--- src/rtl/scr1_dmem_arbiter.sv ---
// rtl/scr1_dmem_arbiter.sv - two-master SCR1 DMEM arbiter with round-robin or fixed-priority grant
`ifndef SCR1_DMEM_AWIDTH
`define SCR1_DMEM_AWIDTH 32
`endif
`ifndef SCR1_DMEM_DWIDTH
`define SCR1_DMEM_DWIDTH 32
`endif

`ifndef SCR1_MEMIF_PKG_DEFINED
`define SCR1_MEMIF_PKG_DEFINED
package scr1_memif_pkg;
    typedef enum logic {
        SCR1_MEM_CMD_RD = 1'b0,
        SCR1_MEM_CMD_WR = 1'b1
    } type_scr1_mem_cmd_e;

    typedef enum logic [1:0] {
        SCR1_MEM_WIDTH_BYTE  = 2'b00,
        SCR1_MEM_WIDTH_HWORD = 2'b01,
        SCR1_MEM_WIDTH_WORD  = 2'b10,
        SCR1_MEM_WIDTH_ERROR = 2'b11
    } type_scr1_mem_width_e;

    typedef enum logic [1:0] {
        SCR1_MEM_RESP_NOTRDY = 2'b00,
        SCR1_MEM_RESP_RDY_OK = 2'b01,
        SCR1_MEM_RESP_RDY_ER = 2'b10
    } type_scr1_mem_resp_e;
endpackage
`endif

module scr1_dmem_arbiter
    import scr1_memif_pkg::*;
#(
    parameter logic SCR1_ARB_RR = 1'b1
) (
    input  logic                          clk,
    input  logic                          rst,

    input  logic                          m0_req,
    output logic                          m0_req_ack,
    input  type_scr1_mem_cmd_e            m0_cmd,
    input  type_scr1_mem_width_e          m0_width,
    input  logic [`SCR1_DMEM_AWIDTH-1:0]  m0_addr,
    input  logic [`SCR1_DMEM_DWIDTH-1:0]  m0_wdata,
    output logic [`SCR1_DMEM_DWIDTH-1:0]  m0_rdata,
    output type_scr1_mem_resp_e           m0_resp,

    input  logic                          m1_req,
    output logic                          m1_req_ack,
    input  type_scr1_mem_cmd_e            m1_cmd,
    input  type_scr1_mem_width_e          m1_width,
    input  logic [`SCR1_DMEM_AWIDTH-1:0]  m1_addr,
    input  logic [`SCR1_DMEM_DWIDTH-1:0]  m1_wdata,
    output logic [`SCR1_DMEM_DWIDTH-1:0]  m1_rdata,
    output type_scr1_mem_resp_e           m1_resp,

    output logic                          slv_req,
    input  logic                          slv_req_ack,
    output type_scr1_mem_cmd_e            slv_cmd,
    output type_scr1_mem_width_e          slv_width,
    output logic [`SCR1_DMEM_AWIDTH-1:0]  slv_addr,
    output logic [`SCR1_DMEM_DWIDTH-1:0]  slv_wdata,
    input  logic [`SCR1_DMEM_DWIDTH-1:0]  slv_rdata,
    input  type_scr1_mem_resp_e           slv_resp
);

    typedef enum logic {
        ST_ADDR = 1'b0,
        ST_DATA = 1'b1
    } fsm_e;

    fsm_e fsm;
    logic owner_r;
    logic last_r;
    logic hold_vld_r;
    logic hold_sel_r;

    logic window_open;
    logic hold_eff;
    logic grant;
    logic grant_req;
    logic handshake;
    logic data_done;

    always_comb begin
        // A new address may overlap the completing data phase only on RDY_OK; RDY_ER closes the window.
        window_open = !rst && ((fsm == ST_ADDR) ||
                               ((fsm == ST_DATA) && (slv_resp == SCR1_MEM_RESP_RDY_OK)));
        // A held grant only sticks while its master still requests.
        hold_eff    = hold_vld_r && (hold_sel_r ? m1_req : m0_req);

        if (hold_eff) begin
            grant = hold_sel_r;
        end else if (m0_req ^ m1_req) begin
            grant = m1_req;
        end else if (m0_req && m1_req) begin
            grant = SCR1_ARB_RR ? ~last_r : 1'b0;
        end else begin
            grant = 1'b0;
        end

        grant_req  = grant ? m1_req : m0_req;
        slv_req    = window_open && grant_req;
        handshake  = slv_req && slv_req_ack;
        m0_req_ack = handshake && !grant;
        m1_req_ack = handshake && grant;

        slv_cmd    = grant ? m1_cmd   : m0_cmd;
        slv_width  = grant ? m1_width : m0_width;
        slv_addr   = grant ? m1_addr  : m0_addr;
        slv_wdata  = grant ? m1_wdata : m0_wdata;

        data_done  = (fsm == ST_DATA) &&
                     ((slv_resp == SCR1_MEM_RESP_RDY_OK) || (slv_resp == SCR1_MEM_RESP_RDY_ER));

        m0_resp    = (!rst && (fsm == ST_DATA) && !owner_r) ? slv_resp : SCR1_MEM_RESP_NOTRDY;
        m1_resp    = (!rst && (fsm == ST_DATA) &&  owner_r) ? slv_resp : SCR1_MEM_RESP_NOTRDY;
        m0_rdata   = owner_r ? '0 : slv_rdata;
        m1_rdata   = owner_r ? slv_rdata : '0;
    end

    always_ff @(posedge clk) begin
        if (rst) begin
            fsm        <= ST_ADDR;
            owner_r    <= 1'b0;
            last_r     <= 1'b1;
            hold_vld_r <= 1'b0;
            hold_sel_r <= 1'b0;
        end else if (handshake) begin
            fsm        <= ST_DATA;
            owner_r    <= grant;
            last_r     <= grant;
            hold_vld_r <= 1'b0;
        end else begin
            if (data_done) begin
                fsm <= ST_ADDR;
            end
            // Freeze the grant on an unacknowledged request so the slave sees a stable address.
            if (slv_req) begin
                hold_vld_r <= 1'b1;
                hold_sel_r <= grant;
            end else begin
                hold_vld_r <= hold_eff;
            end
        end
    end

`ifdef SCR1_TRGT_SIMULATION
    a_ack_onehot : assert property (@(posedge clk) disable iff (rst)
        !(m0_req_ack && m1_req_ack));
    a_slv_known : assert property (@(posedge clk) disable iff (rst)
        slv_req |-> !$isunknown({slv_cmd, slv_width}));
`endif

endmodule

--- config.mk ---
export PLATFORM = sky130hd
export DESIGN_NAME = scr1_dmem_arbiter
export DESIGN_NICKNAME = d
export VERILOG_FILES = /design/src/rtl/scr1_dmem_arbiter.sv
export SDC_FILE = /design/constraint.sdc
export NUM_CORES = 1
export LEC_CHECK = 0
export BUFFER_PORTS_ARGS = -buffer_cell sky130_fd_sc_hd__buf_2
export CORE_AREA = 2 2 119 121
export CTS_BUF_LIST = sky130_fd_sc_hd__clkbuf_8
export CTS_CLUSTER_DIAMETER = 50
export DETAILED_ROUTE_END_ITERATION = 8
export DIE_AREA = 0 0 121 123
export SETUP_SLACK_MARGIN = 0.02
export SLEW_MARGIN = 10
export SYNTH_ARGS = -nofsm -noshare
export SYNTH_HDL_FRONTEND = slang
export SYNTH_SLANG_ARGS = --single-unit
export TNS_END_PERCENT = 10
--- constraint.sdc ---
create_clock -name clk -period 1.86 [get_ports clk]
set_clock_uncertainty 0.1 [all_clocks]
set_input_delay 0.186 -clock clk [delete_from_list [all_inputs] [get_ports clk]]
set_output_delay 0.186 -clock clk [all_outputs]
set_load 0.05 [all_outputs]
# Yosys cells after proc, flatten, opt, wreduce, memory -nomap -nowiden
# Cells that the tools add are included.
# totals
elab_cells	47
output_inout_bits	138
register_bits	5
inputBits	173
# op_classes
muxes	16
n_eq_ne	2
reduce_logical	20
n_bitwise	4
# ops
cell	n
2-to-1 mux 32 bit	4
logical AND 1 bit	12
2-to-1 mux 1 bit	9
2-to-1 mux 2 bit	3
zero test 1 bit	3
NOT 1 bit	3
== test 2 x 1 -> 1 bit (second input constant)	1
== test 2 bit (second input constant)	1
logical OR 1 bit	2
AND reduction 2 bit	1
nonzero test 2 bit	1
OR reduction 2 bit	1
bitwise XOR 1 bit	1

# Logic depth before layout (Yosys ltp)
# logic_depth
ltp_word	9
depth_mapped	7

# Worst setup path before layout
# Ideal clock, no wire load.
# synth_path
kind	input port to output port
from	input m0_req
to	output m1_req_ack
t_required_ns	1.574
stages	5
t_arrival_ns	2.796
path_buffers	0
path_slack_ns	-1.222
cell_sequence	inv_1 -> ha_1 -> nor3_1 -> nand2_1 -> nor2_1
# synth_via
elab_chain_len	8
elab_cells_between_ends	11
cone_classes	mux (5); bitwise (1); reduce/logical (5)
# synth_lines
element	line	rtl
start: declaration	40	input logic m0_req,
logical AND 1 bit	97	end else if (m0_req && m1_req) begin
2-to-1 mux 1 bit	97	
2-to-1 mux 1 bit	95	end else if (m0_req ^ m1_req) begin
2-to-1 mux 1 bit	93	if (hold_eff) begin
2-to-1 mux 1 bit *	103	grant_req = grant ? m1_req : m0_req;
logical AND 1 bit *	104	slv_req = window_open && grant_req;
via slv_req	58	output logic slv_req,
logical AND 1 bit *	105	handshake = slv_req && slv_req_ack;
logical AND 1 bit *	107	m1_req_ack = handshake && grant;
end: declaration	50	output logic m1_req_ack,
# The timed path passes the listed nets; every way through them passes the cells marked *.

# Worst setup path after layout
# layout_path
from	input m0_req
to	output slv_wdata[3]
# layout_via
elab_chain_len	5
elab_cells_between_ends	8
cone_classes	mux (5); bitwise (1); reduce/logical (2)
# layout_lines
element	line	rtl
logical AND 1 bit	97	
2-to-1 mux 1 bit	97	
2-to-1 mux 1 bit	95	
2-to-1 mux 1 bit *	93	
2-to-1 mux 32 bit *	112	slv_wdata = grant ? m1_wdata : m0_wdata;
end: declaration	63	output logic [`SCR1_DMEM_DWIDTH-1:0] slv_wdata,
# Every way passes the cells marked *; elsewhere a longest branch is shown, timed or not.

==> impl_metrics.toml <==
[run_status]
status = "complete, but fails checks"
violations = "setup timing"

[sta]
worst_hold_slack_ns = 0.141
rsz0062_at_grt = "true"
slew-limit-headroom_pct = 77.2
fin_crit_sh_pct = 117
hold_viol_final = 0
fin_crit_ns = 2.19
worstMarginPinSlew_ns = 0.341
setup_violations = 69
fin_ws_ns = -0.325
slew_viol_final = 0
fmax_ghz = 0.458

[worst_setup_path]
worst_setup_path_start_kind = "primary input"
r2r-start = "hold_sel_r"
crit_path_end_kind = "output port"
critical_path_class = "primary input to output port"
crit_fanout = 11
crit_start = "m0_req"
arrival_ns = 1.90
crit_required_ns = 1.57

[synth]
yosysTopAreaCell = "mux2_2"
synthesis.nets = 361
yosysSeqAreaShare_pct = 6.34
synth-compound-area-share_pct = 3.72
ys_ff_latch = 5
synth_top_area_share_pct = 44.9
yosys_warnings = 0
synth.distinct_cells = 19
synth_top_family_by_area = "multiplexers"
synthTopCellsByArea = "mux2_2 (45%), nor2b_1 (13%), and2_1 (13%)"
syn_inst = 185
yosys.area_share.simple_pct = 31.1
yosys-mux-area-fraction_pct = 49.8
avgSynthCellArea_um2 = 8.54
synth-adder-area-share_pct = 2.38
yosys.area_share.xor_xnor_pct = 0
netlist_area_um2 = 1580

[clock_network]
clock-sinks = 5
clk-insertion-delay-late_ns = 0.22
clockBufferDepth = 2
tritoncts = "built"
hold_buffers = 0
root_buffer = "clkbuf_8"
htree_levels = 1
clkTransAtPathRegs_ns = 0.04
cts_buffers = 3

[cells_and_area]
final_area_um2 = 4300
n_antenna_cell = 0
drive_gt1_share_pct = 81.8
fin_nets = 688
area_delta_synth_final_pct = 173

[floorplanning]
core_um2 = 13600
dieArea_um2 = 14900
die_w_um = 121
io_pins = 311
rows = 43
initial_core_util_pct = 11.6
die-height_um = 123

[grt]
grt_pass1_vias = 2299
grt_max_degree = 51
antenna_found_initial = 0
grt_pass1_wl_mm = 11.8
grt_overflow = 0
track_usage_pct = 9.98

[hold_path]
min-delay-start = "rst"
hp-class = "primary input to flip-flop"

[power]
power.total_uw = 2490
irDropWorstVdd_mv = 0.183
leakage_uw = 0.00253
p_per_area_nw_per_um2 = 578

[route]
drtPass1Iterations = 4
wl_per_cell_um = 13.2
via_per_inst = 3.64
routed_wirelength_mm = 9.15
drc = 0
vias = 2517
ant_nets = 0
drt_iter0_markers = 73

[placed_design]
io_buffer_count = 310
dp_hpwl_mm = 7.85
post_dp_cell_area_um2 = 3780
gp_congestion = 0.737
dpl_worst_slack_ns = -0.435

[flow_run]
drv_cap = 0
kinds of logic (layout without fill, tap and decap cells):
logic type	count (synthesis)	count (layout)
AO/OA/AOI/OAI	5	5
adder cells (fa/ha/maj)	3	3
AND/OR/NAND/NOR	84	84
flip-flops	5	5
multiplexers	70	70
buffers and inverters	18	344
where the power goes:
group          total, uW  switching, uW  leakage, uW  internal (uW)
clock                196           54.1    0.0000269            142
sequential           124           5.73    0.0000420            118
combinational       2170           1290      0.00246            877
total               2490           1350      0.00253           1140
final timing paths:
kind	endpoint	slack, ns	cells after the start
max	slv_wdata[3]	-0.33	9
min	owner_r	0.14	2
max reg2reg	hold_sel_r	0.30	6
min reg2reg	last_r	0.42	2
cell usage in the layout (no fill, tap or decap), types with 3 or more instances in the layout:
| cell type | Yosys | layout |
|---|---|---|
| buf_2 | 0 | 239 |
| buf_4 | 4 | 25 |
| mux2_4 | 0 | 65 |
| nand2_1 | 6 | 5 |
| and2_1 | 32 | 32 |
| inv_1 | 4 | 3 |
| nor2b_1 | 34 | 34 |
| mux2_2 | 63 | 4 |
| buf_6 | 3 | 65 |
| buf_12 | 0 | 5 |
| nor2_1 | 7 | 6 |
| clkbuf_8 | 0 | 3 |
| dfxtp_1 | 5 | 3 |
cells in the mapped netlist, drive strengths merged:
library cell / n
a21oi: 1
nor3: 2
nand2: 6
buf: 7
dfxtp: 5
a32oi: 1
mux2i: 1
inv: 4
nor2b: 34
a311oi: 2
a22o: 1
and2: 32
mux2: 69
clkbuf: 7
and3: 3
ha: 3
nor2: 7
worst max-delay path, stage by stage:
cell     delay (ns)
buf_4          0.14
buf_4          0.13
ha_1           0.18
a22o_1         0.21
a32oi_4        0.22
buf_12         0.18
buf_12         0.16
mux2_4         0.33
buf_6          0.16
layout make-up:
cell class | count | area, um2
clock inverter | 1 | 3.75
clock buffer | 3 | 41.3
timing repair buffer | 336 | 2250
sequential | 5 | 103
tap | 180 | 225
multi-input combinational | 162 | 1660
inverter | 4 | 27.5
fill | 1425 | 9310
metrics by stage:
step | instances | TNS, ns | utilization [%]
after global placement | 683 | -26.79 | 27.8
after floorplan | 185 | -5.22 | -
final | 691 | -19.17 | 31.6
after CTS | 689 | -21.01 | 31.1
after global routing | 691 | -23.56 | 31.6
after detailed placement | 683 | -26.63 | 27.8
sequential cells by signal, indices dropped and copies added, names as in the netlist:
signal / cells
fsm: 1
hold_sel_r: 1
hold_vld_r: 1
last_r: 1
owner_r: 1
repair_timing:
| item | 4_1_cts | 5_1_grt |
|---|---|---|
| pin swaps | 0 | 1 |
| setup buffers | 2 | 2 |
| gates resized for setup | 127 | 16 |
| setup endpoints to repair | 69 | 69 |
layer usage:
layer | routed length [um] | track usage [%] | part of all wire [%]
met1 | 4040 | 13.9 | 44
met2 | 4450 | 16.6 | 49
met3 | 638 | 1.85 | 7.0
met4 | 29 | 0.872 | 0.32
met5 | 0 | 0 | 0
No activity file was read; power rests on OpenSTA's default activity.
